`src/rtl/fetch_unit.sv`:
```
// fetch_unit: multi-cycle instruction fetch with a PC register, one outstanding imem request,
// and a valid/ack handoff to decode; accepts taken-branch redirects in any state.
`default_nettype none

module fetch_unit #(
   parameter int              N        = 64,
   parameter logic [N-1:0]    RESET_PC = '0
) (
   input  logic          clk,
   input  logic          reset,
   output logic          imem_req,
   output logic [N-1:0]  imem_addr,
   input  logic          imem_rdy,
   input  logic [31:0]   imem_rdata,
   output logic          instr_valid,
   output logic [31:0]   instr,
   output logic [N-1:0]  instr_pc,
   input  logic          instr_ack,
   input  logic          br_valid,
   input  logic [N-1:0]  br_base,
   input  logic [N-1:0]  br_imm
);

   localparam logic [1:0] FETCH = 2'd0;
   localparam logic [1:0] HOLD  = 2'd1;
   localparam logic [1:0] DROP  = 2'd2;

   localparam logic [N-3:0] ONE_WORD = {{(N-3){1'b0}}, 1'b1};

   logic [1:0]   state;
   logic [N-1:0] pc;
   logic [N-1:0] redirect;
   logic [N-1:0] target;
   logic [N-1:0] pc_seq;

   // Arithmetic is done on word addresses so the low two bits stay zero by construction.
   assign target    = {br_base[N-1:2] + br_imm[N-3:0], 2'b00};
   assign pc_seq    = {instr_pc[N-1:2] + ONE_WORD, 2'b00};
   assign imem_addr = pc;

   always_ff @(posedge clk) begin
      if (reset) begin
         state       <= FETCH;
         pc          <= RESET_PC;
         redirect    <= '0;
         imem_req    <= 1'b0;
         instr_valid <= 1'b0;
         instr       <= '0;
         instr_pc    <= '0;
      end else begin
         case (state)
            FETCH: begin
               // The first cycle out of reset has no request issued yet, so a response is ignored.
               if (!imem_req) begin
                  imem_req <= 1'b1;
               end else if (imem_rdy && !br_valid) begin
                  instr       <= imem_rdata;
                  instr_pc    <= pc;
                  instr_valid <= 1'b1;
                  imem_req    <= 1'b0;
                  state       <= HOLD;
               end else if (imem_rdy) begin
                  pc <= target;
               end else if (br_valid) begin
                  redirect <= target;
                  state    <= DROP;
               end
            end
            DROP: begin
               if (br_valid) begin
                  redirect <= target;
               end
               if (imem_rdy) begin
                  pc    <= br_valid ? target : redirect;
                  state <= FETCH;
               end
            end
            HOLD: begin
               if (br_valid) begin
                  instr_valid <= 1'b0;
                  imem_req    <= 1'b1;
                  pc          <= target;
                  state       <= FETCH;
               end else if (instr_ack) begin
                  instr_valid <= 1'b0;
                  imem_req    <= 1'b1;
                  pc          <= pc_seq;
                  state       <= FETCH;
               end
            end
            default: begin
               instr_valid <= 1'b0;
               imem_req    <= 1'b0;
               state       <= FETCH;
            end
         endcase
      end
   end

endmodule

`default_nettype wire

```
`config.mk`:
```
export PLATFORM = sky130hd
export DESIGN_NAME = fetch_unit
export DESIGN_NICKNAME = d
export VERILOG_FILES = /design/src/rtl/fetch_unit.sv
export SDC_FILE = /design/constraint.sdc
export NUM_CORES = 1
export LEC_CHECK = 0
export CORE_UTILIZATION = 45
export CTS_CLUSTER_DIAMETER = 200
export DETAILED_ROUTE_END_ITERATION = 6
export PLACE_DENSITY = 0.81
export SYNTH_ARGS = -nofsm -noshare
export SYNTH_HDL_FRONTEND = slang
export SYNTH_SLANG_ARGS = --single-unit
```
`constraint.sdc`:
```
create_clock -name clk -period 5.11 [get_ports clk]
set_input_delay 1.022 -clock clk [delete_from_list [all_inputs] [get_ports clk]]
set_output_delay 1.022 -clock clk [all_outputs]
set_load 0.1 [all_outputs]
```
==> metrics.txt, run 1 <==
Worst VDD drop=0.188 mV; Async SR Flop Fraction=0%; Nets=between 2k and 2.5k; CP Launch Type=input port; register area=between 4000 and 5000 um^2; Hold Buf Count CTS=0; critical path peak fanout=6; critical path class=input port to flip-flop; share of cells above drive strength 1=under 10%; Fin. Hold Viols=0; initial antenna violation count=0; H-tree level count=1; RSZ-0062 raised after global routing=false; R2R setup slack=about 1.2 ns; largest net degree at the start of global routing=slightly below 100; gr usage total=28.7%; CP Capture Type=flip-flop; area delta synth->final=30.4%; core area=approximately 31000 um^2; row count=64; worst reg2reg path depth=9; CP endpoint=redirect[63]$_SDFFE_PP0P_; DRC violations left=0; mean area per synthesized cell=around 7.4 um^2; P_leak=approximately 0.0066 uW; Post-Synthesis Cells=between 1.5k and 2k; status=complete, no violations; via count=about 15k; I/O Buffers=between 300 and 400; largest area contributor in the netlist=dfxtp_1; Initial Util=45.7%; Iter 0 DRT Violations=~1.5k; Ports=~330; cell depth of the worst hold path=2; diode count=0; number of buffers added for setup after CTS=0; PD cells=327 nW/um^2; Total Routed Length=about 47000 um; Final ANT Viol Nets=0; measured slew at the worst slew-check pin=approximately 1.2 ns; post-cts sizing count=0; maxcap violations=0; Worst-path clk slew=around 0.060 ns; Yosys top cell area share=around a third; GRT overflow=0; start of the worst register-to-register path=state[0]$_SDFFE_PP0P_; Ys Warns=0; first-pass GRT wire length=72800 um; Setup TNS=0 ns; synth cell count leaders=nand2_1 (425), a21oi_1 (267), dfxtp_1 (228); Placed Area=about 17000 um^2; #FFs+latches synth=roughly 230; sequential fraction of the synthesis area=approximately 33%; Cell Area, Synth=between 10000 and 15000 um^2; Syn Nets=roughly 2.1k; Slew Limit Fails=0; crit share post-route=between 80% and 90%; synth unique cells=just under 80; FF-to-FF End=imem_addr[40]$_SDFFE_PP0P_; Critical Path RT=~5.5 ns; Sink Count=228; fin crit period=4.15 ns; top post-synthesis cells by area=dfxtp_1 (33%), nand2_1 (11%), a21oi_1 (9.6%); Root Driver=clkbuf_16; vias in the first global route=~14k; crit path DAT=about 4.5 ns; CTS tree=built; Final Skew=roughly 0.0095 ns; Final HPWL DP=roughly 35000 um; top-count cell post-synth=nand2_1; clock buffer depth=3; number of buffers created by CTS=23; fillers=~2.7k; setup violators final=0; Post-synth EDFFs=0; DIE HEIGHT=around 180 um; Crit. Startpoint=br_base[6]; WL/cell=approximately 18 um; routed vias/inst=around 5.9; Worst slew margin=21.6%; Hold WS=between 0.4 and 0.5 ns; post-route cell area=~18000 um^2; GP Congestion=between 0.9 and 1; DR pass1 iterations=7; Max Fclk=0.241 GHz; multi-input logic area=roughly 9000 um^2; worst hold path type=flip-flop to flip-flop; Clk Latency, worst-skew pair=approximately 0.5 ns; width of the die=between 150 and 200 um; die area=roughly 32000 um^2; prevailing post-synth register cell=dfxtp_1
[layout by cell type, fill, tap and decap left out, types with 19 or more instances in the layout]
cell type / n
clkbuf_16: 23
nor2_1: 128
dfxtp_1: 228
o21ai_1: 19
ha_1: 65
a221oi_1: 21
nand4_1: 24
a211oi_1: 24
o211ai_1: 19
nor3_1: 26
a21o_1: 27
clkdlybuf4s50_1: 321
nand3_1: 42
o21ai_0: 102
inv_1: 34
buf_4: 20
nand2_1: 423
xor2_1: 46
xnor2_1: 70
a21oi_1: 267
[layer usage]
| metal | part of all wire (%) | up-vias | track usage (%) | wire length, um |
|---|---|---|---|---|
| li1 | - | 7210 | - | - |
| met1 | 43 | 6999 | 39.8 | 20300 |
| met5 | 0 | - | 0 | 0 |
| met3 | 11 | 77 | 6.22 | 5100 |
| met2 | 44 | 754 | 44.6 | 20800 |
| met4 | 2.5 | 0 | 7.87 | 1190 |
[sequential cells by signal, indices dropped and copies added (netlist names)]
| name | count |
|---|---|
| imem_req | 1 |
| instr_pc | 64 |
| instr | 32 |
| state | 2 |
| redirect | 64 |
| instr_valid | 1 |
| imem_addr | 64 |
[kinds of logic after synthesis]
| kind of cell | after synthesis | synth area share [%] |
|---|---|---|
| buffers and inverters | 149 | 4.01 |
| AOI/OAI and AO/OA | 597 | 26.2 |
| xor gates and xnor gates | 116 | 7.27 |
| muxes | 1 | 0.0716 |
| and+or+nand+nor | 744 | 23.8 |
| adders and majority gates | 66 | 5.96 |
| DFF | 228 | 32.6 |
[final cells by class]
cell class | count | area share, %
sequential | 228 | 25.0
clock inverter | 8 | 0.494
clock buffer | 33 | 3.69
inverter | 35 | 0.720
tap | 396 | 2.72
timing repair buffer | 343 | 18.6
multi-input combinational | 1524 | 48.7
[metrics by stage]
| step | utilization (%) | worst slack [ns] | power, uW | instances |
|---|---|---|---|---|
| after floorplan | - | 1.41 | 3570 | 1901 |
| after global placement | 57.1 | 0.610 | 4220 | 2526 |
| after detailed placement | 57.1 | 0.524 | 4250 | 2526 |
| after CTS | 59.6 | 1.04 | 5950 | 2567 |
| after global routing | 59.6 | 0.763 | 6200 | 2567 |
| final | 59.6 | 0.964 | 5970 | 2567 |
[where the power goes]
group | switching, uW | leakage (uW) | internal [uW]
sequential | 110 | 0.00185 | 1900
combinational | 1580 | 0.00441 | 664
clock | 696 | 0.000383 | 1010
[worst min-delay path by stage]
stage | endpoint | slack, ns | startpoint
detailed placement | redirect[2]$_SDFFE_PP0P_ | 0.44 | redirect[2]$_SDFFE_PP0P_
CTS | redirect[13]$_SDFFE_PP0P_ | 0.45 | redirect[13]$_SDFFE_PP0P_
global route | instr[12]$_SDFFE_PP0P_ | 0.47 | instr[12]$_SDFFE_PP0P_
floorplan | redirect[0]$_SDFFE_PP0P_ | 0.43 | redirect[0]$_SDFFE_PP0P_
global placement | redirect[22]$_SDFFE_PP0P_ | 0.44 | redirect[22]$_SDFFE_PP0P_
finish | instr[20]$_SDFFE_PP0P_ | 0.45 | instr[20]$_SDFFE_PP0P_
[worst max-delay path, stage by stage]
cell             delay [ns]
clkdlybuf4s50_1        0.41
ha_1                   0.40
o211ai_1               0.14
o21ai_2                0.20
o21ai_1                0.15
a211o_1                0.38
a21oi_1                0.34
a221oi_2               0.18
o31ai_1                0.48
a41oi_1                0.24
xnor2_1                0.42
a211oi_1               0.14
(Power assumes the default switching activity.)
==> inputs of run 2 (changes only) <==
- clock period: 5.11 -> 3.9 ns (I/O delays scaled with it)
==> metrics.txt, run 2 (synthesis results as in run 1) <==
status=complete, no violations; post-cts sizing count=0; measured slew at the worst slew-check pin=~1.1 ns; RSZ-0062 raised after global routing=false; core area=a little over 30000 um^2; commonest non-fill, non-tap cell in the layout=nand2_1; crit share post-route=between 90 and 100%; width of the die=178 um; Iter 0 DRT Violations=about 1.6k; gr usage total=approximately 30%; initial antenna violation count=0; CP Capture Type=flip-flop; Total Routed Length=~49000 um; CP Cell Sequence=clkdlybuf4s50_1 > ha_1 > a21o_1 > o21bai_1 > a2111o_1 > a211oi_2 > o21bai_1 > a2111oi_0 > a21oi_1 > xor2_1 > buf_4 > a221oi_1 > nor3_1; H-tree level count=1; Top cell by count, worst path=o21bai_1; maxcap violations=0; number of buffers added for setup after CTS=0; Final Skew=between 0.015 and 0.02 ns; CP max stage delay=about 0.47 ns; R2R setup slack=0.77 ns; DR pass1 iterations=5; DRC violations left=0; Nets=between 2k and 3k; worst hold path type=flip-flop to flip-flop; vias in the first global route=14.6k; Max Fclk=between 0.2 and 0.3 GHz; share of cells above drive strength 1=9.87%; Root Driver=clkbuf_16; fin crit period=around 3.7 ns; CP Launch Type=input port; post-route cell area=just under 20000 um^2; DIE HEIGHT=around 180 um; GRT overflow=0; largest net degree at the start of global routing=84; row count=64; Hold Buf Count CTS=0; Fin. Hold Viols=0; Ports=roughly 330; number of buffers created by CTS=23; I/O Buffers=~320; critical path class=input port to flip-flop; most frequent cells in the layout=nand2_1 (423), clkdlybuf4s50_1 (321), a21oi_1 (267), dfxtp_1 (228), buf_4 (150); via count=between 15k and 20k; Worst-path clk slew=approximately 0.06 ns; CTS tree=built; crit path DAT=about 4.1 ns; Worst VDD drop=0.245 mV; Setup TNS=0 ns; Worst slew margin=28.7%; P_leak=around 0.0073 uW; Initial Util=a little under half; clock buffer depth=3; Slew Limit Fails=0; fillers=2638; die area=around 32000 um^2; Clk Latency, worst-skew pair=between 0.5 and 0.6 ns; first-pass GRT wire length=roughly 76000 um; PD cells=around 420 nW/um^2; setup violators final=0; CP max-delay cell=a2111oi_0; GP Congestion=between 0.9 and 1; dpl cells=between 2k and 3k; Sink Count=between 200 and 250; total power draw=~8100 uW; final std cells w/o fill=between 2k and 3k; WL/cell=around 18 um; critical path peak fanout=2; area delta synth->final=37.9%; Critical Path RT=around 4.3 ns; Placed Area=around 18000 um^2; Hold WS=about 0.45 ns; Final ANT Viol Nets=0; routed vias/inst=5.81; Final HPWL DP=between 30000 and 40000 um
-- run 2: critical path, delay by kind of cell --
| kind | cells | cell delay, ns |
|---|---|---|
| AO/OA/AOI/OAI | 8 | 2.14 |
| AND/OR/NAND/NOR | 1 | 0.08 |
| XOR/XNOR | 1 | 0.18 |
| adder cells (fa/ha/maj) | 1 | 0.31 |
| buffers and inverters | 2 | 0.58 |
-- run 2: layer usage --
metal  part of all wire, %  GRT usage [%]
met4                   2.3           8.12
met3                    10           4.94
met2                    46           49.8
met5                     0              0
met1                    42           39.9
-- run 2: final cells by class --
| type | count | area (um^2) | share of cell area (%) |
|---|---|---|---|
| multi-input combinational | 1524 | 8890 | 46.1 |
| clock inverter | 8 | 145 | 0.753 |
| sequential | 228 | 4560 | 23.7 |
| antenna | 1 | 2.50 | 0.0130 |
| inverter | 35 | 131 | 0.682 |
| clock buffer | 29 | 638 | 3.31 |
| tap | 396 | 495 | 2.57 |
| timing repair buffer | 475 | 4410 | 22.9 |
-- run 2: report_power, final --
| part | total (uW) | switching, uW | internal, uW |
|---|---|---|---|
| Clock | 2330 | 917 | 1410 |
| Sequential | 2640 | 145 | 2490 |
| Combinational | 3170 | 2130 | 1040 |
| Total | 8130 | 3190 | 4940 |
-- run 2: per-stage QoR --
stage                     utilization [%]  setup slack (ns)
after global routing                 63.0             0.105
after CTS                            63.0             0.263
after detailed placement             60.4            -0.246
final                                63.0             0.198
after floorplan                         -             0.397
after global placement               60.4            -0.206
-- run 2: worst paths after layout --
kind / startpoint / endpoint / cells after the start
setup / recovery: br_base[30] / imem_addr[47]$_SDFFE_PP0P_ / 13
hold / removal: redirect[11]$_SDFFE_PP0P_ / redirect[11]$_SDFFE_PP0P_ / 2
setup reg to reg: instr_pc[16]$_SDFFE_PP0P_ / imem_addr[57]$_SDFFE_PP0P_ / 11
hold reg to reg: redirect[11]$_SDFFE_PP0P_ / redirect[11]$_SDFFE_PP0P_ / 2
